==> config.mk <==
export PLATFORM = sky130hd
export DESIGN_NAME = pipelined_bypass_adder
export DESIGN_NICKNAME = d
export VERILOG_FILES = /design/src/rtl/adder_pkg.sv /design/src/rtl/bypass_block.sv /design/src/rtl/pipelined_bypass_adder.sv
export SDC_FILE = /design/constraint.sdc
export NUM_CORES = 1
export LEC_CHECK = 0
export BUFFER_PORTS_ARGS = -buffer_cell sky130_fd_sc_hd__clkbuf_2
export CAP_MARGIN = 15
export CORE_ASPECT_RATIO = 1.2
export CORE_UTILIZATION = 45
export CTS_BUF_LIST = sky130_fd_sc_hd__clkbuf_16
export CTS_CLUSTER_SIZE = 25
export DETAILED_ROUTE_END_ITERATION = 16
export MAX_ROUTING_LAYER = met4
export PLACE_DENSITY = 0.7
export SYNTH_ARGS = -nofsm -noshare
export SYNTH_HDL_FRONTEND = slang
export SYNTH_SLANG_ARGS = --single-unit
==> constraint.sdc <==
create_clock -name clk -period 9.75 [get_ports clk]
set_input_delay 1.95 -clock clk [delete_from_list [all_inputs] [get_ports clk]]
set_output_delay 1.95 -clock clk [all_outputs]
set_load 0.01 [all_outputs]
==> src/rtl/adder_pkg.sv <==
// Shared types and constant helpers for the pipelined carry-bypass adder.
// The stage payload is sized to PBA_MAX_W; instances may use any W up to that.
package adder_pkg;

    localparam int PBA_MAX_W = 32;

    // One pipeline stage: partial sum so far, carry into the next block group,
    // and the operand bits the remaining groups still have to consume.
    typedef struct packed {
        logic                 valid;
        logic [PBA_MAX_W-1:0] psum;
        logic                 carry;
        logic [PBA_MAX_W-1:0] a_hi;
        logic [PBA_MAX_W-1:0] b_eff_hi;
        logic                 a_msb;
        logic                 b_msb;
    } stage_t;

    function automatic int ceil_div(input int num, input int den);
        return (num + den - 1) / den;
    endfunction

    function automatic logic [PBA_MAX_W-1:0] sat_max(input int w);
        return {PBA_MAX_W{1'b1}} >> (PBA_MAX_W - w + 1);
    endfunction

    function automatic logic [PBA_MAX_W-1:0] sat_min(input int w);
        return {{(PBA_MAX_W-1){1'b0}}, 1'b1} << (w - 1);
    endfunction

endpackage

==> src/rtl/bypass_block.sv <==
// N-bit ripple block whose carry-out bypasses the ripple chain when every
// bit propagates.
module bypass_block #(
    parameter int N = 4
) (
    input  logic [N-1:0] a,
    input  logic [N-1:0] b,
    input  logic         ci,
    output logic [N-1:0] s,
    output logic         co
);

    logic [N-1:0] p;
    logic [N:0]   c;

    assign p = a ^ b;

    // NOTE: every variable written in always_comb gets a default first, so no
    // path through the block can leave it unassigned and infer a latch.
    always_comb begin
        c    = '0;
        s    = '0;
        c[0] = ci;
        for (int i = 0; i < N; i++) begin
            s[i]   = p[i] ^ c[i];
            c[i+1] = (a[i] & b[i]) | (p[i] & c[i]);
        end
    end

    assign co = (&p) ? ci : c[N];

endmodule

==> src/rtl/pipelined_bypass_adder.sv <==
// Pipelined carry-bypass adder/subtractor with valid/ready flow control and a
// saturating overflow counter. Define PBA_SATURATE_EN to clamp sum on overflow.
module pipelined_bypass_adder
    import adder_pkg::*;
#(
    parameter int W      = 32,
    parameter int N      = 4,
    parameter int STAGES = 2,
    parameter int CNT_W  = 16
) (
    input  logic             clk,
    input  logic             rst,
    input  logic             in_valid,
    output logic             in_ready,
    input  logic [W-1:0]     a,
    input  logic [W-1:0]     b,
    input  logic             cin,
    input  logic             sub,
    output logic             out_valid,
    input  logic             out_ready,
    output logic [W-1:0]     sum,
    output logic             cout,
    output logic             overflow,
    output logic [CNT_W-1:0] ovf_cnt,
    input  logic             ovf_clr
);

    localparam int NB  = W / N;
    localparam int BPS = ceil_div(NB, STAGES);

    if (W % N != 0) begin : g_bad_n
        $error("W must be a multiple of N");
    end
    if (STAGES < 1 || STAGES > NB) begin : g_bad_stages
        $error("STAGES must lie in 1..W/N");
    end
    if (W > PBA_MAX_W) begin : g_bad_w
        $error("W exceeds PBA_MAX_W");
    end

    stage_t       in_pld;
    stage_t       stage_src [STAGES];
    stage_t       stage_d   [STAGES];
    stage_t       stage_q   [STAGES];
    logic [N-1:0] blk_s     [NB];
    logic         blk_co    [NB];
    logic [STAGES-1:0] ld;

    always_comb begin
        in_pld          = '0;
        in_pld.valid    = in_valid;
        in_pld.carry    = cin ^ sub;
        in_pld.a_hi     = PBA_MAX_W'(a);
        in_pld.b_eff_hi = PBA_MAX_W'(sub ? ~b : b);
        in_pld.a_msb    = a[W-1];
        in_pld.b_msb    = b[W-1] ^ sub;
    end

    for (genvar g = 0; g < STAGES; g++) begin : g_src
        if (g == 0) begin : g_first
            assign stage_src[g] = in_pld;
        end else begin : g_next
            assign stage_src[g] = stage_q[g-1];
        end
    end

    // Each block reads the operands of the stage that owns it; the first block
    // of a group takes the carry registered by the previous stage.
    for (genvar j = 0; j < NB; j++) begin : g_blk
        localparam int GI = j / BPS;
        logic blk_ci;
        if (j % BPS == 0) begin : g_head
            assign blk_ci = stage_src[GI].carry;
        end else begin : g_chain
            assign blk_ci = blk_co[j-1];
        end
        bypass_block #(.N(N)) u_blk (
            .a  (stage_src[GI].a_hi[j*N +: N]),
            .b  (stage_src[GI].b_eff_hi[j*N +: N]),
            .ci (blk_ci),
            .s  (blk_s[j]),
            .co (blk_co[j])
        );
    end

    for (genvar g = 0; g < STAGES; g++) begin : g_stage
        localparam int LO = g * BPS;
        localparam int HI = ((g + 1) * BPS < NB) ? (g + 1) * BPS : NB;
        stage_t nxt;
        always_comb begin
            nxt = stage_src[g];
            for (int j = LO; j < HI; j++) begin
                nxt.psum[j*N +: N] = blk_s[j];
            end
            if (HI > LO) begin
                nxt.carry = blk_co[HI-1];
            end
        end
        assign stage_d[g] = nxt;
    end

    // Ready ripples upstream: a stage may load if it is empty or draining.
    always_comb begin : ready_chain
        logic down_ready;
        logic go;
        ld         = '0;
        go         = 1'b0;
        down_ready = out_ready;
        for (int k = STAGES - 1; k >= 0; k--) begin
            go         = stage_q[k].valid && down_ready;
            ld[k]      = !stage_q[k].valid || go;
            down_ready = !stage_q[k].valid || go;
        end
    end

    // NOTE: sequential state uses non-blocking assignments so every register
    // samples pre-edge values regardless of block evaluation order.
    // NOTE: the payload registers are reset too, because sum/cout/overflow are
    // decoded straight from the last stage and must read 0 out of reset.
    always_ff @(posedge clk) begin
        if (rst) begin
            for (int k = 0; k < STAGES; k++) begin
                stage_q[k] <= '0;
            end
        end else begin
            for (int k = 0; k < STAGES; k++) begin
                if (ld[k]) begin
                    if (stage_src[k].valid) begin
                        stage_q[k] <= stage_d[k];
                    end else begin
                        stage_q[k].valid <= 1'b0;
                    end
                end
            end
        end
    end

    assign in_ready  = ld[0];
    assign out_valid = stage_q[STAGES-1].valid;
    assign cout      = stage_q[STAGES-1].carry;
    assign overflow  = (stage_q[STAGES-1].a_msb == stage_q[STAGES-1].b_msb) &&
                       (stage_q[STAGES-1].psum[W-1] != stage_q[STAGES-1].a_msb);

`ifdef PBA_SATURATE_EN
    localparam logic [W-1:0] SAT_MAX = W'(sat_max(W));
    localparam logic [W-1:0] SAT_MIN = W'(sat_min(W));
    assign sum = overflow ? (stage_q[STAGES-1].a_msb ? SAT_MIN : SAT_MAX)
                          : stage_q[STAGES-1].psum[W-1:0];
`else
    assign sum = stage_q[STAGES-1].psum[W-1:0];
`endif

    // A clear in the same cycle as a counted delivery wins.
    always_ff @(posedge clk) begin
        if (rst || ovf_clr) begin
            ovf_cnt <= '0;
        end else if (out_valid && out_ready && overflow && (ovf_cnt != '1)) begin
            ovf_cnt <= ovf_cnt + CNT_W'(1);
        end
    end

endmodule

After elaboration in Yosys (flattened, before gate mapping). Memories as Yosys holds them, arrays and structs flattened. Index checks and enable logic that the tools add are counted.

$add $sub $neg: 1. $mul: 0. Div/mod/pow operators: 0. $lt $le $gt $ge: 0. Equality and inequality tests: 3. Shift operators: 0. Muxes and demuxes: 31. Bitwise gates (word level): 143. Reductions and logical operators: 18.

Operators with widths (count): 2-to-1 mux 100 bit (2); AND 1 bit (64); bitwise OR 1 bit (36); XOR 1 bit (34); 2-to-1 mux 32 bit (1); inverter 32 bit (1); AND reduction 4 bit (8); XOR 4 bit (8); 2-to-1 mux 1 bit (28); adder 16 x 1 -> 16 bit (second input constant) (1); inequality test 16 bit (second input constant) (1); logical AND 1 bit (5); logical OR 1 bit (3); logical NOT 1 bit (2); equality test 1 bit (1); inequality test 1 bit (1).

Bits in registers: 16. Bits in latches: 0. Bits in writable memories: 200. Bits in read-only memories: 0. Input port bits: 71. Memories: 1.

Memory list: stage_q (words 2, bits a word 100, read ports 2, clocked after Yosys merged registers in 0, write ports 2, RTL line pipelined_bypass_adder.sv:44) `stage_t stage_q [STAGES];`.

Depth between registers and ports, before layout.
Depth in word-level cells: 41. Gate-level depth with buffers: 29. Mapped depth without buffers: 27.

Hierarchy. Synthesis repeated with hierarchy kept, for this count alone.

Cells, all modules: 521. Area, all modules: 6098.3 sq um.

By module, submodules not included: pipelined_bypass_adder (times used 1, cells an instance 369, area each 4657.0 sq um); bypass_block (times used 8, cells an instance 19, area each 180.2 sq um).

Worst setup path before layout. No wires, ideal clock.

Path type: input to register. Start point: in sub. End point: mem stage_q[0][82] (netlist bit), data pin. Setup time: 255 ps. Arrival time: 9759 ps. Data required time: 9495 ps. Setup slack: -263 ps. Stages on the path: 28. Cell sequence: clkbuf_1 -> buf_1 -> xor2_1 -> inv_1 -> fa_1 -> fa_1 -> fa_1 -> fa_1 -> mux2i_1 -> inv_1 -> fa_1 -> fa_1 -> fa_1 -> fa_1 -> nand2_1 -> o21ai_0 -> fa_1 -> fa_1 -> fa_1 -> fa_1 -> nand2_1 -> o221ai_1 -> fa_1 -> fa_1 -> fa_1 -> inv_1 -> fa_1 -> and2_1.

RTL lines: from (decl) (RTL line pipelined_bypass_adder.sv:18) `input logic sub,`; to (decl) (RTL line pipelined_bypass_adder.sv:44).

==> flow_metrics.env <==
export IMPL_status="finished clean"
export IMPL_hold_class="register to register"
export IMPL_regArea_um2=2890
export IMPL_rrSetupSlack_ns=2.04
export IMPL_grt_antenna_before_repair=0
export IMPL_worst_pin_slew_ns=1.08
export IMPL_ys_ff_latch=102
export IMPL_rr_worst_depth=25
export IMPL_rsz0062_at_grt="no"
export IMPL_fin_tns_setup_ns=0
export IMPL_hold_slack_ns=0.512
export IMPL_crit_arrival_ns=9.51
export IMPL_yosysWarnings=0
export IMPL_p_leak_nw=2.93
export IMPL_place_congestion=0.882
export IMPL_pre_cts_ws_ns=-0.134
export IMPL_peakVddDrop_mv=0.0813
export IMPL_rows=45
export IMPL_via_count=3706
export IMPL_finalPower_mw=1.08
export IMPL_cts_htree_levels=3
export IMPL_root_buffer="clkbuf_16"
export IMPL_syn_num_nets=633
export IMPL_fmax_mhz=106
export IMPL_routed_wirelength_um=10500
export IMPL_wl_per_cell_um=13.9
export IMPL_finalWorstSetupSlack_ns=0.334
export IMPL_first_iter_violations=112
export IMPL_synth_cell_types=43
export IMPL_cts_tree="built"
export IMPL_drtPass1Iterations=4
export IMPL_power_density_nw_per_um2=160
export IMPL_postLayoutCellArea_um2=6760
export IMPL_gr_total_overflow=0
export IMPL_worstSetupStartpointType="input port"
export IMPL_end_kind="register"
export IMPL_cts_sinks=102
export IMPL_hold_path_startpoint="stage_q[0][68]"
export IMPL_postSynth_asyncResetShare_pct=0
export IMPL_grt_start_max_net_pins=51
export IMPL_fin_crit_ns=9.42
export IMPL_drv_cap=0
export IMPL_io_buffers=122
export IMPL_ctsLongestPathBuffers=2
export IMPL_cp_endpoint="stage_q[0][82]"
export IMPL_die_h_um=127
export IMPL_skew_ns=0.00607
export IMPL_synth_common_cells="edfxtp_1 (85), and2_1 (48), inv_1 (42), nor2_1 (42), ha_1 (33)"
export IMPL_die_w_um=106
export IMPL_grt_use_total_pct=16.7
export IMPL_reg2reg_to="stage_q[1][98]"
export IMPL_areaGrowthSynthToFinish_pct=15.0
export IMPL_fill_cells=1119
export IMPL_worstPathMaxFanout=4
export IMPL_floorplan_die_area_um2=13500
export IMPL_synthFlopType="edfxtp_1"
export IMPL_finalMaxSlewViolations=0
export IMPL_core_um2=12700
export IMPL_synthDominantAreaCellType="edfxtp_1"
export IMPL_first_global_vias=3741
export IMPL_hold_viol_final=0
export IMPL_period_share_pct=96.6
export IMPL_ant_nets=0
export IMPL_yosysSeqAreaShare_pct=49.2
export IMPL_relSlewSlack_pct=28.0
export IMPL_vias_per_cell=4.92
export IMPL_multi_input_area_um2=2560
export IMPL_path_class="input port to register"
export IMPL_worstSkewPairLatency_ns=0.34
export IMPL_antenna_cells=0
export IMPL_path_clk_slew_ns=0.07
export IMPL_place_area_um2=6450
export IMPL_synthTopCellsByArea="edfxtp_1 (43%), fa_1 (11%), ha_1 (7.0%)"
export IMPL_grt_pass1_wl_um=16900
export IMPL_synth_edff_count=85
export IMPL_hpwl_um=7820
export IMPL_drive_gt1_share_pct=26.8
export IMPL_num_io_pins=123
export IMPL_setup_viol=0
export IMPL_synthesis_area_um2=5880
export IMPL_final_nets=721
export IMPL_cts_buffers=9
export IMPL_required_ns=9.84
export IMPL_initial_core_util_pct=46.4
export IMPL_route_detailed_drc=0
export IMPL_worstReg2RegStart="stage_q[0][66]"
export IMPL_yosysMostFrequentCell="edfxtp_1"
export IMPL_avgSynthCellArea_um2=11.8
export IMPL_synthCells=497
export IMPL_synth_top_area_share_pct=43.4
export IMPL_crit_start="sub"
[metrics by stage]
stage | cells | utilization (%)
2_1_floorplan | 497 | -
3_3_place_gp | 737 | 50.9
3_5_place_dp | 737 | 50.9
4_1_cts | 752 | 53.2
5_1_grt | 753 | 53.4
6_report | 753 | 53.4
[report_power, final]
| part | switching (mW) | internal, mW |
|---|---|---|
| Combinational | 0.0999 | 0.0822 |
| Sequential | 0.0191 | 0.529 |
| Clock | 0.154 | 0.197 |
[worst min path at each step]
stage / endpoint / slack, ns / depth (start not counted)
6_report: stage_q[1][68] / 0.51 / 1
5_1_grt: stage_q[1][78] / 0.53 / 1
3_3_place_gp: ovf_cnt[5] / 0.48 / 2
4_1_cts: ovf_cnt[5] / 0.51 / 2
3_5_place_dp: stage_q[1][78] / 0.50 / 1
2_1_floorplan: stage_q[1][67] / 0.50 / 1
[registers in the layout, summed over array words and instances, names as in the netlist]
register / cells
stage_q: 86
ovf_cnt: 16
[repair_timing]
action / 4_1_cts / 5_1_grt
setup buffers: 0 / 1
endpoints found under the hold margin: 0 / 0
resized for setup: 0 / 4
endpoints found under the setup margin: 0 / 1
hold buffers: 0 / 0
[layout by cell type (no fill, tap or decap), types with 10 or more instances in the layout]
cell        n
nand3_1    10
a21oi_1    15
clkbuf_2  122
dfxtp_1    17
and2_1     48
nand4_1    13
xnor2_1    17
ha_1       33
nor2_1     42
xor2_1     15
nand2_1    15
edfxtp_1   85
fa_1       30
inv_1      42
[layer usage]
layer / routed length, µm / GRT usage (%) / share of wire, % / vias up
met5: 0 / - / 0 / -
met4: 225 / 6.62 / 2.2 / 0
met3: 700 / 4.34 / 6.7 / 14
met2: 5470 / 29.2 / 52 / 117
met1: 4070 / 17.9 / 39 / 1759
li1: - / - / - / 1816
[worst max-delay path: stages]
cell      delay (ns)
clkbuf_2        0.13
xor2_2          0.18
inv_1           0.07
fa_1            0.40
fa_1            0.41
fa_1            0.39
fa_1            0.39
mux2i_2         0.19
inv_1           0.08
fa_1            0.40
fa_1            0.41
fa_1            0.40
fa_1            0.37
nand2_1         0.08
o21ai_0         0.13
fa_2            0.37
fa_1            0.39
fa_1            0.40
fa_1            0.37
nand2_1         0.07
o221ai_1        0.17
fa_2            0.38
fa_1            0.39
fa_1            0.39
inv_1           0.08
fa_1            0.39
and2_1          0.14
[cell type report]
class | count | area share, %
multi-input cells | 302 | 37.9
repair buffers | 128 | 9.70
inverters | 42 | 2.33
clock buffers | 9 | 3.33
clock inverters | 6 | 0.944
flip-flops and latches | 102 | 42.8
well taps | 164 | 3.03
[logic make-up after synthesis]
family | share of synthesized area [%]
mux | 0.702
fa+ha+maj | 17.9
compound gates | 4.58
simple gates | 14.7
buf+inv | 8.00
xor+xnor | 4.92
flops | 49.2
Power figures use the tool's default switching activity.
